===== src/rtl/fxp_addsub_pipe.sv =====
// Two-stage pipelined fixed-point adder/subtractor with per-beat signedness,
// rounding, saturation and sticky range-violation flags.
module fxp_addsub_pipe #(
  parameter int I1 = 2,
  parameter int F1 = 14,
  parameter int I2 = 2,
  parameter int F2 = 14,
  parameter int I3 = 2,
  parameter int F3 = 8
) (
  input  logic             clk,
  input  logic             rst,
  input  logic             in_valid,
  output logic             in_ready,
  input  logic [I1+F1-1:0] a,
  input  logic             s1,
  input  logic [I2+F2-1:0] b,
  input  logic             s2,
  input  logic             op,
  input  logic             rnd_mode,
  input  logic             sat_en,
  output logic             out_valid,
  input  logic             out_ready,
  output logic [I3+F3-1:0] c,
  output logic             sign,
  output logic             overflow,
  output logic             underflow,
  input  logic             clr_sticky,
  output logic             ovf_sticky,
  output logic             udf_sticky
);

  localparam int FMAX = (F1 > F2) ? F1 : F2;
  localparam int IW   = ((I1 > I2) ? I1 : I2) + 2;
  localparam int W    = IW + FMAX;
  localparam int OW   = I3 + F3;
  localparam int XA   = W + F3 + 2;
  localparam int XB   = OW + 2;
  localparam int XW   = (XA > XB) ? XA : XB;
  localparam int HS   = (FMAX > 0) ? FMAX - 1 : 0;

  // Work at F3+FMAX fraction bits so one arithmetic right shift by FMAX floors to F3.
  localparam logic signed [XW-1:0] HALF = (FMAX > F3) ? (XW'(1) << HS) : '0;
  localparam logic signed [XW-1:0] SMAX = (XW'(1) << (OW - 1)) - XW'(1);
  localparam logic signed [XW-1:0] SMIN = -(XW'(1) << (OW - 1));
  localparam logic signed [XW-1:0] UMAX = (XW'(1) << OW) - XW'(1);
  localparam logic signed [XW-1:0] UMIN = '0;

  logic                adv;
  logic signed [W-1:0] ea, eb, sum;
  logic                v1, sgn1, rnd1, sat1;
  logic signed [W-1:0] sum1;

  logic signed [XW-1:0] xs, rndadd, xr, hi, lo;
  logic                 ovf, udf;
  logic [OW-1:0]        cres;

  assign adv      = !out_valid || out_ready;
  assign in_ready = adv;

  always_comb begin
    ea  = {{(W-I1-F1){s1 & a[I1+F1-1]}}, a};
    eb  = {{(W-I2-F2){s2 & b[I2+F2-1]}}, b};
    ea  = ea <<< (FMAX - F1);
    eb  = eb <<< (FMAX - F2);
    sum = op ? (ea - eb) : (ea + eb);
  end

  always_ff @(posedge clk) begin
    if (rst) begin
      v1   <= 1'b0;
      sum1 <= '0;
      sgn1 <= 1'b0;
      rnd1 <= 1'b0;
      sat1 <= 1'b0;
    end else if (adv) begin
      v1   <= in_valid;
      sum1 <= sum;
      sgn1 <= s1 | s2 | op;
      rnd1 <= rnd_mode;
      sat1 <= sat_en;
    end
  end

  always_comb begin
    xs     = {{(XW-W){sum1[W-1]}}, sum1};
    rndadd = '0;
    if (rnd1) rndadd = HALF;
    xr  = (xs <<< F3) + rndadd;
    xr  = xr >>> FMAX;
    hi  = sgn1 ? SMAX : UMAX;
    lo  = sgn1 ? SMIN : UMIN;
    ovf = xr > hi;
    udf = xr < lo;
    cres = xr[OW-1:0];
    if (sat1 && ovf) cres = hi[OW-1:0];
    else if (sat1 && udf) cres = lo[OW-1:0];
  end

  always_ff @(posedge clk) begin
    if (rst) begin
      out_valid <= 1'b0;
      c         <= '0;
      sign      <= 1'b0;
      overflow  <= 1'b0;
      underflow <= 1'b0;
    end else if (adv) begin
      out_valid <= v1;
      c         <= cres;
      sign      <= sgn1;
      overflow  <= ovf;
      underflow <= udf;
    end
  end

  // A flag raised by the beat consumed this edge beats a simultaneous clear.
  always_ff @(posedge clk) begin
    if (rst) begin
      ovf_sticky <= 1'b0;
      udf_sticky <= 1'b0;
    end else begin
      ovf_sticky <= (ovf_sticky & ~clr_sticky) | (out_valid & out_ready & overflow);
      udf_sticky <= (udf_sticky & ~clr_sticky) | (out_valid & out_ready & underflow);
    end
  end

endmodule


===== config.mk =====
export PLATFORM = sky130hd
export DESIGN_NAME = fxp_addsub_pipe
export DESIGN_NICKNAME = d
export VERILOG_FILES = /design/src/rtl/fxp_addsub_pipe.sv
export SDC_FILE = /design/constraint.sdc
export NUM_CORES = 1
export LEC_CHECK = 0
export BUFFER_PORTS_ARGS = -buffer_cell sky130_fd_sc_hd__buf_2
export CELL_PAD_IN_SITES_DETAIL_PLACEMENT = 0
export CELL_PAD_IN_SITES_GLOBAL_PLACEMENT = 1
export CORE_UTILIZATION = 24
export DETAILED_ROUTE_END_ITERATION = 10
export GPL_TIMING_DRIVEN = 0
export PLACE_DENSITY_LB_ADDON = 0.1
export SYNTH_ARGS = -nofsm -noshare
export SYNTH_HDL_FRONTEND = slang
export SYNTH_SLANG_ARGS = --single-unit

===== constraint.sdc =====
create_clock -name clk -period 5.6 [get_ports clk]
set_input_delay 1.12 -clock clk [delete_from_list [all_inputs] [get_ports clk]]
set_output_delay 1.12 -clock clk [all_outputs]
set_load 0.01 [all_outputs]

# Word level (Yosys, flattened, before mapping)
# Index checks and enable logic that the tools add are counted.
[totals]
regBits = 38
in_bits = 42
output_inout_bits = 17
[op_classes]
addsub = 3
n_lt_le_gt_ge = 2
mux = 6
bitwise_logic = 12
reduce_logical = 4
[ops]
columns = ["op", "n"]
rows = [
  ["two-way mux 10 bit", 3],
  ["< comparator 13 x 28 -> 1 bit", 1],
  ["two-way mux 28 bit", 1],
  ["adder 26 x 15 -> 27 bit", 1],
  ["adder 17 x 17 -> 18 bit", 1],
  ["two-way mux 18 bit", 1],
  ["subtractor 17 x 17 -> 18 bit", 1],
  ["two-way mux 14 bit", 1],
  ["> comparator 13 x 11 -> 1 bit", 1],
  ["AND 1 bit", 7],
  ["OR 1 bit", 4],
  ["logical AND 1 bit", 2],
  ["logical NOT 1 bit", 1],
  ["logical OR 1 bit", 1],
  ["inverter 1 bit", 1],
]

# Depth between registers and ports, before layout
[depth]
word_depth = 6
mapped_depth = 15

# Worst setup path before layout
# Ideal clock, no wire load.
[synth_timing]
path_kind = "input to register"
from = "input op"
to = "register sum1[17]"
setup_time_ps = 103
arrival_ps = 3807
t_required_ps = 5497
slack_ps = 1690
path_stages = 13
n_path_buf = 2
cell_sequence = "clkbuf_1 buf_1 nor2_1 xnor2_1 ha_1 a21oi_1 o21ai_1 a31oi_4 o21ai_2 o311a_4 or2_0 o2111a_1 a2111oi_2"
[synth_between]
elab_chain_len = 1
[synth_rtl]
columns = ["item", "line", "source"]
rows = [
  ["start, declared", "19", "input logic op,"],
  ["two-way mux 18 bit", "66", "sum = op ? (ea - eb) : (ea + eb);"],
  ["end signal, assigned", "78", "sum1 <= sum;"],
  ["end, declared", "52", "logic signed [W-1:0] sum1;"],
]
# No other way between the ends.
# A chain may end at the register's enable or synchronous reset.

# Worst setup path in the final report
# Same ends and word-level chain as after synthesis.

==> impl_metrics.env <==
export IMPL_run_status="completed"
export IMPL_clockPowerShare_pct=22.8
export IMPL_tns_ns=0
export IMPL_cp_end_kind="flip-flop"
export IMPL_drv_cap=0
export IMPL_cts_sinks=33
export IMPL_drt_iter0_markers=99
export IMPL_cts_tree="built"
export IMPL_p_sw_share_pct=35.5
export IMPL_whs_path_depth=2
export IMPL_yosysSeqAreaShare_pct=25.7
export IMPL_multi_input_area_um2=1800
export IMPL_start_kind="input pin"
export IMPL_path_class="input pin to flip-flop"
export IMPL_ctsRootBufferMaster="clkbuf_8"
export IMPL_remaining_drc_errors=0
export IMPL_final_design_area_no_fill_um2=3100
export IMPL_placedInstanceArea_um2=3020
export IMPL_die_area_um2=11100
export IMPL_viasPerCell=4.46
export IMPL_crit_fanout=10
export IMPL_postRouteAntennaNets=0
export IMPL_min_delay_start="sum1[5]"
export IMPL_ys_flop_type="dfxtp_1"
export IMPL_rr_endpoint="c[9]"
export IMPL_internal_power_w=0.000483
export IMPL_r2r_start="rnd1"
export IMPL_tightest_slew_ns=0.686
export IMPL_dpl_worst_slack_ns=1.18
export IMPL_crit_arrival_ns=4.23
export IMPL_min_to="sum1[5]"
export IMPL_crit_chain="clkbuf_1, buf_1, nor2_1, xnor2_1, ha_1, a21oi_1, o21ai_1, a31oi_4, o21ai_2, o311a_4, or2_0, o2111a_1, a2111oi_2"
export IMPL_synth_area_leaders="dfxtp_1 (26%), ha_1 (11%), xnor2_1 (8.9%), a21oi_1 (5.5%), nand2_1 (5.1%)"
export IMPL_rows=37
export IMPL_r2r_setup_slack_ns=2.16
export IMPL_post_cts_resized=0
export IMPL_vias=2352
export IMPL_fmax_ghz=0.247
export IMPL_p_leak_nw=1.33
export IMPL_cts_setup_buffers=0
export IMPL_start_util_pct=24.8
export IMPL_timing_hold_ws_ns=0.449
export IMPL_clk_latency_ns=0.28
export IMPL_dp_cells=519
export IMPL_fin_skew_ns=0.00183
export IMPL_worstPathRequired_ns=5.78
export IMPL_area_growth_pct=20.7
export IMPL_die_width_um=105
export IMPL_place_congestion=0.745
export IMPL_path_delay_family="compound AO/OA/AOI/OAI gates"
export IMPL_ys_warn_count=0
export IMPL_cpPeakStageDelay_ns=0.43
export IMPL_min_period_ns=4.05
export IMPL_cts_path_max_buffers=2
export IMPL_dp_final_hpwl_mm=5.56
export IMPL_cts_hold_buf=0
export IMPL_maxSlewViolCount=0
export IMPL_htree_levels=2
export IMPL_hold_violations=0
export IMPL_yosysTopAreaCell="dfxtp_1"
export IMPL_netlist_area_leader_share_pct=25.7
export IMPL_seq_area_um2=661
export IMPL_wl_mm=6.76
export IMPL_gr_total_overflow=0
export IMPL_wl_per_cell_um=12.8
export IMPL_stdcell_count=527
export IMPL_cts_buffers=5
export IMPL_synth_fp_nets=392
export IMPL_hold_class="flip-flop to flip-flop"
export IMPL_path_buf_inv=2
export IMPL_nFillCells=1203
export IMPL_setup_viol=0
export IMPL_drive_gt1_share_pct=19.7
export IMPL_coreArea_um2=10400
export IMPL_vdd_drop_max_v=0.0000828
export IMPL_syn_area_per_cell_um2=7.86
export IMPL_drt_pass1_iter_count=4
export IMPL_nets=455
export IMPL_seq_power_share_pct=40.3
export IMPL_ys_ff_latch=33
export IMPL_slew_headroom_pct=53.8
export IMPL_port_buffers=56
export IMPL_combPwrFrac_pct=36.9
export IMPL_grt_pass1_vias=2282
export IMPL_finalCritPeriodShare_pct=72.4
export IMPL_ios=59
export IMPL_antenna_found_initial=0
export IMPL_slowest_stage="buf_1"
export IMPL_netlist_area_um2=2570
export IMPL_async_flop_share_pct=0
export IMPL_grt_util_all_layers_pct=12.8
export IMPL_setup_ws_ns=1.55
export IMPL_antenna_cells=0
export IMPL_grt_setup_unrepaired="no"
export IMPL_p_sw_w=0.000265
export IMPL_grt_pass1_wl_mm=11.4
export IMPL_powerDensity_nw_per_um2=241
export IMPL_grt_max_degree=11
export IMPL_synth_cells=327
export IMPL_dieHeight_um=105
export IMPL_rr_worst_depth=15
export IMPL_synth_cell_types=53
export IMPL_synth_edf_count=0
export IMPL_path_clk_slew_ns=0.07
-- synth_stat cells, types with 6 or more instances --
cell	number
inv_1	14
nand3_1	7
o22ai_1	9
nor2_1	35
xor2_1	9
clkbuf_1	11
o21ai_0	14
xnor2_1	26
and2_1	7
ha_1	23
a21oi_1	28
nand2_1	35
dfxtp_1	33
a31oi_1	6
-- worst max path at each step --
stage                     startpoint       end  slack (ns)  cells after the start
after global placement            op  sum1[17]        1.15                     13
final                             op  sum1[17]        1.55                     13
after global routing              op  sum1[17]        1.23                     13
after floorplan                   op  sum1[17]        1.69                     13
after detailed placement          op  sum1[17]        1.18                     13
after CTS                         op  sum1[17]        1.48                     13
-- power by group through the flow --
stage          sequential, W  combinational (W)  clock (W)
3_3_place_gp        0.000306           0.000278          0
2_1_floorplan       0.000305           0.000198          0
4_1_cts             0.000302           0.000282   0.000182
6_report            0.000301           0.000276   0.000171
5_1_grt             0.000308           0.000315   0.000193
3_5_place_dp        0.000307           0.000280          0
-- tightest hold or removal path, delay by kind of cell, from the launching register on --
family           cells  cell delay, ns
AO/OA/AOI/OAI        1            0.05
flip-flops           1            0.31
AND/OR/NAND/NOR      1            0.05
-- registers in the layout (all words and copies together) (netlist names) --
register and count:
sign 1, out_valid 1, ovf_sticky 1, sgn1 1, v1 1, rnd1 1, sum1 13, sat1 1
udf_sticky 1, overflow 1, c 10, underflow 1
-- cell type report --
class | count | area share (%)
inverters | 14 | 1.69
clock buffers | 6 | 2.34
flip-flops and latches | 33 | 21.3
repair buffers | 56 | 9.03
multi-input cells | 266 | 58.1
well taps | 136 | 5.48
plain buffers | 14 | 1.73
clock inverters | 2 | 0.323
-- per-layer routing --
metal | share of wire (%) | vias to the layer above | track usage (%)
met2 | 44 | 44 | 21.1
met5 | 0 | - | 0
li1 | - | 1289 | -
met1 | 52 | 1017 | 17.1
met4 | 0.56 | 0 | 3.32
met3 | 3.3 | 2 | 2.29
-- cells by family (layout without fill, tap and decap cells) --
family,Yosys count,count (layout),synth area share (%)
buf+inv,28,92,4.14
simple gates,119,119,23.1
xor+xnor,35,35,11.9
fa+ha+maj,23,23,11.2
compound gates,86,86,22.8
flops,33,33,25.7
mux,3,3,1.17
-- cell usage in the layout, fill, tap and decap left out, drive strengths merged, types with 8 or more instances in the layout --
cell type  instances
a21oi             28
buf               59
clkbuf            17
dfxtp             33
ha                23
inv               14
nand2             35
nand3              8
nor2              35
o21ai             17
o22ai              9
xnor2             26
xor2               9
-- stage by stage --
step	total power, W	util [%]
after floorplan	0.000503	-
after global placement	0.000584	29.1
after detailed placement	0.000587	29.1
after CTS	0.000765	29.9
after global routing	0.000815	29.9
final	0.000748	29.9
No activity file was read; power rests on OpenSTA's default activity.
